### config.mk
export PLATFORM = sky130hd
export DESIGN_NAME = traffic_conflict_monitor
export DESIGN_NICKNAME = d
export VERILOG_FILES = /design/src/rtl/traffic_pkg.sv /design/src/rtl/traffic_flasher.sv /design/src/rtl/traffic_conflict_monitor.sv
export SDC_FILE = /design/constraint.sdc
export NUM_CORES = 1
export LEC_CHECK = 0
export CAP_MARGIN = 10
export CELL_PAD_IN_SITES_DETAIL_PLACEMENT = 0
export CELL_PAD_IN_SITES_GLOBAL_PLACEMENT = 2
export CORE_MARGIN = 2
export CORE_UTILIZATION = 35
export DETAILED_ROUTE_END_ITERATION = 6
export PLACE_DENSITY_LB_ADDON = 0.1
export RECOVER_POWER = 100
export SETUP_SLACK_MARGIN = 0.02
export SLEW_MARGIN = 20
export SYNTH_ARGS = -nofsm -noshare
export SYNTH_HDL_FRONTEND = slang
export SYNTH_HIERARCHICAL = 1
export SYNTH_SLANG_ARGS = --single-unit
### constraint.sdc
create_clock -name clk -period 2.22 [get_ports clk]
set_clock_uncertainty 0.1 [all_clocks]
set_input_delay 0.222 -clock clk [delete_from_list [all_inputs] [get_ports clk]]
set_output_delay 0.222 -clock clk [all_outputs]
set_load 0.005 [all_outputs]
### src/rtl/traffic_pkg.sv
// traffic_pkg: lamp codes, fault codes, monitor states and transition helpers
package traffic_pkg;
  localparam logic [3:0] LAMP_RED = 4'b0001;
  localparam logic [3:0] LAMP_YEL = 4'b0010;
  localparam logic [3:0] LAMP_GRN = 4'b0100;
  localparam logic [3:0] LAMP_OFF = 4'b0000;
  typedef enum logic [2:0] {
    FLT_NONE      = 3'd0,
    FLT_CONFLICT  = 3'd1,
    FLT_ENCODING  = 3'd2,
    FLT_SEQUENCE  = 3'd3,
    FLT_SHORT_YEL = 3'd4,
    FLT_WATCHDOG  = 3'd5
  } fault_e;
  typedef enum logic {NORMAL = 1'b0, FAULT = 1'b1} state_e;
  function automatic logic lamp_legal(input logic [3:0] c);
    return c == LAMP_RED || c == LAMP_YEL || c == LAMP_GRN;
  endfunction
  function automatic logic step_ok(input logic [3:0] p, input logic [3:0] q);
    return p == q || (p == LAMP_RED && q == LAMP_GRN) || (p == LAMP_GRN && q == LAMP_YEL) ||
           (p == LAMP_YEL && q == LAMP_RED);
  endfunction
endpackage

### src/rtl/traffic_flasher.sv
// traffic_flasher: half-period phase counter, on=1 for FLASH_HALF cycles then 0, restarts red-on when enabled
module traffic_flasher #(
  parameter int FLASH_HALF = 5000
) (
  input  logic clk,
  input  logic rst,
  input  logic enable,
  output logic on
);
  localparam int W = $clog2(FLASH_HALF) + 1;
  logic [W-1:0] cnt;
  always_ff @(posedge clk or posedge rst) begin
    if (rst) begin
      cnt <= '0;
      on  <= 1'b1;
    end else if (!enable) begin
      cnt <= '0;
      on  <= 1'b1;
    end else if (cnt == W'(FLASH_HALF - 1)) begin
      cnt <= '0;
      on  <= ~on;
    end else begin
      cnt <= cnt + 1'b1;
    end
  end
endmodule

### src/rtl/traffic_conflict_monitor.sv
// traffic_conflict_monitor: registers controller lamp codes, latches the first safety violation and flashes red.
// Optional stuck-controller watchdog (fault code 5) enabled by defining TRAFFIC_WATCHDOG_EN.
module traffic_conflict_monitor
  import traffic_pkg::*;
#(
  parameter int MIN_YELLOW = 1500,
  parameter int FLASH_HALF = 5000,
  parameter int MAX_DWELL  = 20000
) (
  input  logic       clk,
  input  logic       rst,
  input  logic [3:0] ns_in,
  input  logic [3:0] ew_in,
  output logic [3:0] ns_lamp,
  output logic [3:0] ew_lamp,
  output logic       fault,
  output logic [2:0] fault_code
);
  localparam int YW = $clog2(MIN_YELLOW + 1);
  logic [3:0] ns_q, ew_q, ns_p, ew_p, ns_r, ew_r;
  logic [YW-1:0] ns_yc, ew_yc;
  state_e state, state_n;
  fault_e code_r, code_n;
  logic on, conflict, encoding, seq_bad, short_yel, watchdog;
  assign conflict  = ns_q != LAMP_RED && ew_q != LAMP_RED;
  assign encoding  = !lamp_legal(ns_q) || !lamp_legal(ew_q);
  assign seq_bad   = !step_ok(ns_p, ns_q) || !step_ok(ew_p, ew_q);
  assign short_yel = (ns_p == LAMP_YEL && ns_q == LAMP_RED && ns_yc < YW'(MIN_YELLOW)) ||
                     (ew_p == LAMP_YEL && ew_q == LAMP_RED && ew_yc < YW'(MIN_YELLOW));
`ifdef TRAFFIC_WATCHDOG_EN
  localparam int DW = $clog2(MAX_DWELL + 1);
  logic [DW-1:0] dwell;
  logic changed;
  assign changed  = {ns_q, ew_q} != {ns_p, ew_p};
  assign watchdog = !changed && dwell >= DW'(MAX_DWELL - 1);
  always_ff @(posedge clk or posedge rst) begin
    if (rst) dwell <= '0;
    else dwell <= changed ? '0 : (dwell == DW'(MAX_DWELL) ? dwell : dwell + 1'b1);
  end
`else
  // without the watchdog MAX_DWELL has no effect; this keeps it referenced
  assign watchdog = MAX_DWELL < 0;
`endif
  always_comb begin
    state_n = state;
    code_n  = code_r;
    if (state == NORMAL && (conflict || encoding || seq_bad || short_yel || watchdog)) begin
      state_n = FAULT;
      code_n  = conflict ? FLT_CONFLICT : encoding ? FLT_ENCODING : seq_bad ? FLT_SEQUENCE :
                short_yel ? FLT_SHORT_YEL : FLT_WATCHDOG;
    end
  end
  always_ff @(posedge clk or posedge rst) begin
    if (rst) begin
      ns_q   <= LAMP_RED;
      ew_q   <= LAMP_RED;
      ns_p   <= LAMP_RED;
      ew_p   <= LAMP_RED;
      ns_r   <= LAMP_RED;
      ew_r   <= LAMP_RED;
      ns_yc  <= '0;
      ew_yc  <= '0;
      state  <= NORMAL;
      code_r <= FLT_NONE;
    end else begin
      ns_q   <= ns_in;
      ew_q   <= ew_in;
      ns_p   <= ns_q;
      ew_p   <= ew_q;
      ns_yc  <= ns_q == LAMP_YEL ? (ns_yc == YW'(MIN_YELLOW) ? ns_yc : ns_yc + 1'b1) : '0;
      ew_yc  <= ew_q == LAMP_YEL ? (ew_yc == YW'(MIN_YELLOW) ? ew_yc : ew_yc + 1'b1) : '0;
      ns_r   <= state_n == NORMAL ? ns_q : LAMP_RED;
      ew_r   <= state_n == NORMAL ? ew_q : LAMP_RED;
      state  <= state_n;
      code_r <= code_n;
    end
  end
  traffic_flasher #(.FLASH_HALF(FLASH_HALF)) u_flasher (
    .clk   (clk),
    .rst   (rst),
    .enable(state == FAULT),
    .on    (on)
  );
  assign fault      = state == FAULT;
  assign fault_code = code_r;
  assign ns_lamp    = fault ? (on ? LAMP_RED : LAMP_OFF) : ns_r;
  assign ew_lamp    = fault ? (on ? LAMP_RED : LAMP_OFF) : ew_r;
endmodule

==> impl_metrics.env <==
export IMPL_drc=0
export IMPL_synth_area_leaders="dfrtp_1, xnor2_1, dfstp_2"
export IMPL_tightestPinTransition_ns=0.585
export IMPL_die_x_um=98.9
export IMPL_cp_arrival_ns=2.35
export IMPL_via_per_inst=4.97
export IMPL_synthTopCellsByCount="dfrtp_1, nor2_1, xnor2_1"
export IMPL_fillers=854
export IMPL_first_pass_iters=4
export IMPL_netlist_area_sq_um=3150
export IMPL_cp_depth=4
export IMPL_layout_drive_gt1_share_pct=19.4
export IMPL_min_period_ns=2.19
export IMPL_reg2regPathDepth=4
export IMPL_hold_viol_final=0
export IMPL_portBuffers=21
export IMPL_rsz0062_at_grt="true"
export IMPL_cp_end_kind="register"
export IMPL_synth_avg_cell_area_sq_um=10.7
export IMPL_period_share_pct=98.6
export IMPL_postSynthCellCount=296
export IMPL_synth_flop_cell="dfrtp_1"
export IMPL_tns_ns=0
export IMPL_fp_dieArea_sq_um=9780
export IMPL_status="finished clean"
export IMPL_cts_buffers_inserted=9
export IMPL_initial_core_util_pct=36.2
export IMPL_cp_cell_sequence="o21ai_1, or4_4, or3_4, or4_4"
export IMPL_synth_top_area_cell="dfrtp_1"
export IMPL_cts_buffer_depth=2
export IMPL_routedWlPerCell_um=13.7
export IMPL_p_leak_nw=1.59
export IMPL_slew_violations=0
export IMPL_grt_usage_pct=14.1
export IMPL_cts_sinks=65
export IMPL_die_h_um=98.9
export IMPL_clk_latency_ns=0.34
export IMPL_area_growth_pct=21.6
export IMPL_ant_nets=0
export IMPL_slowest_stage="dfstp_2"
export IMPL_pin_count=22
export IMPL_yosysMostFrequentCell="dfrtp_1"
export IMPL_vias=2233
export IMPL_grt_antenna_before_repair=0
export IMPL_path_class="reg -> reg"
export IMPL_yosysSeqAreaShare_pct=51.9
export IMPL_slew_limit_headroom_pct=61.0
export IMPL_dpl_hpwl_mm=4.30
export IMPL_synth_seq_cells=65
export IMPL_start_kind="register"
export IMPL_layout_area_seq_sq_um=1640
export IMPL_diodes=0
export IMPL_grt_pass1_wl_mm=10.9
export IMPL_drv_cap=0
export IMPL_htreeDepth=3
export IMPL_ir_worst_vdd_v=0.000247
export IMPL_r2r_start="ew_q[0]"
export IMPL_hp_class="in -> async"
export IMPL_synth_edf_count=0
export IMPL_path_buf_inv=0
export IMPL_timing_hold_ws_ns=0.174
export IMPL_max_freq_ghz=0.457
export IMPL_multi_input_area_sq_um=1470
export IMPL_cpPeakStageDelay_ns=0.62
export IMPL_drtIter0Drc=78
export IMPL_nNetsFinal=351
export IMPL_core_area_sq_um=8720
export IMPL_required_ns=2.38
export IMPL_grt_pass1_vias=2224
export IMPL_crit_fanout=8
export IMPL_yosysUniqueCellTypes=48
export IMPL_cts_root_buf="clkbuf_8"
export IMPL_grt_overflow_total=0
export IMPL_synth_top_area_share_pct=46.0
export IMPL_r2r_slack_ns=0.03
export IMPL_cts_tree="built"
export IMPL_cts_hold_buf=0
export IMPL_r2r_end="ns_r[0]"
export IMPL_globalplace_congestion=0.753
export IMPL_yosysWarnings=6
export IMPL_grt_max_degree=29
export IMPL_setup_viol=0
export IMPL_path_delay_family="simple AND/OR/NAND/NOR gates"
export IMPL_cpMostUsedCell="or4_4"
export IMPL_routed_wl_mm=6.15
export IMPL_async_flop_share_pct=100
export IMPL_timing_critical_path_to="ns_r[0]"
export IMPL_power_density_nw_per_um2=630
export IMPL_rows=34
export IMPL_clk_pin_slew_ns=0.07
export IMPL_cp_startpoint="ew_q[0]"
## power by group
| group | leakage, nW | switching [W] | total, W | internal, W |
|---|---|---|---|---|
| clock network | 0.102 | 0.000464 | 0.00101 | 0.000541 |
| logic | 0.659 | 0.0000635 | 0.000136 | 0.0000722 |
| registers | 0.828 | 0.0000535 | 0.00128 | 0.00122 |
| total | 1.59 | 0.000581 | 0.00242 | 0.00184 |
## kinds of logic after synthesis
family	count (synthesis)	share of synthesized area (%)
other	1	0.119
DFF	65	51.9
AOI/OAI and AO/OA	28	5.20
xor gates and xnor gates	38	10.6
adders and majority gates	5	1.98
buffers and inverters	24	3.49
and+or+nand+nor	134	26.5
muxes	1	0.317
## how the worst min path moves through the flow
stage / to / from / slack [ns]
after floorplan: u_flasher/cnt[0] / rst / 0.02
after global placement: ew_p[0] / ew_q[0] / 0.31
after detailed placement: ew_p[0] / ew_q[0] / 0.31
after CTS: ns_yc[4] / rst / 0.005
after global routing: ns_yc[4] / rst / 0.19
final: ns_yc[4] / rst / 0.17
## flip-flops by register name (all words and copies together) (netlist names)
signal and flops:
ew_r 4, ns_yc 11, u_flasher/cnt 14, ew_p 4, fault 1, u_flasher/on 1, ns_q 4, ew_yc 11
ew_q 4, ns_p 4, fault_code 3, ns_r 4
## metal layers
| layer | part of all wire (%) | vias to the layer above | GRT usage [%] |
|---|---|---|---|
| li1 | - | 1111 | - |
| met1 | 49 | 1085 | 19.3 |
| met2 | 45 | 27 | 21.0 |
| met3 | 3.3 | 10 | 3.90 |
| met4 | 1.8 | 0 | 5.90 |
| met5 | 0 | - | 0 |
## layout by cell type, fill, tap and decap left out, types with 3 or more instances in the layout
| cell | netlist | layout |
|---|---|---|
| o21ai_0 | 15 | 13 |
| nor3_1 | 8 | 8 |
| buf_4 | 3 | 18 |
| and3_1 | 10 | 9 |
| clkdlybuf4s50_1 | 0 | 12 |
| dfstp_2 | 7 | 7 |
| clkinv_2 | 0 | 4 |
| xor2_1 | 16 | 16 |
| ha_1 | 5 | 5 |
| xnor2_1 | 22 | 21 |
| nor2b_1 | 7 | 7 |
| dfrtp_2 | 0 | 5 |
| nand4_1 | 8 | 8 |
| inv_1 | 13 | 13 |
| nand2_1 | 13 | 13 |
| nor2_1 | 36 | 36 |
| clkbuf_8 | 0 | 10 |
| and4_1 | 6 | 6 |
| or3_1 | 3 | 3 |
| dfrtp_1 | 58 | 53 |
| nand3_1 | 13 | 13 |
| a21oi_1 | 5 | 5 |
| dlygate4sd3_1 | 0 | 9 |
## per-stage QoR
| stage | area (sq um) | instances | power (W) | setup slack (ns) | util [%] |
|---|---|---|---|---|---|
| after floorplan | 3160 | 297 | 0.00137 | 0.0209 | - |
| after global placement | 3570 | 432 | 0.00143 | -0.0249 | 40.9 |
| after detailed placement | 3570 | 432 | 0.00143 | -0.0227 | 40.9 |
| after CTS | 3780 | 448 | 0.00245 | 0.0212 | 43.3 |
| after global routing | 3830 | 449 | 0.00254 | -0.0410 | 44.0 |
| final | 3830 | 449 | 0.00242 | 0.0306 | 44.0 |
## layout make-up
class | instances | share of cell area, %
inverters | 13 | 1.27
well taps | 108 | 3.52
clock buffers | 10 | 3.59
flip-flops and latches | 65 | 42.8
multi-input cells | 208 | 38.3
repair buffers | 39 | 9.01
clock inverters | 6 | 1.50
## worst register-to-register path, cell delays in order, from the launching register on
cell and delay [ns]:
dfstp_2 0.62, o21ai_1 0.09, or4_4 0.48, or3_4 0.35, or4_4 0.48
## what timing repair did
item                                   CTS  global route
setup endpoints to repair                2             5
endpoints found under the hold margin    0             0
setup buffers                            0             1
pin swaps                                0             1
gates resized for setup                  4            12
(Power assumes the default switching activity.)
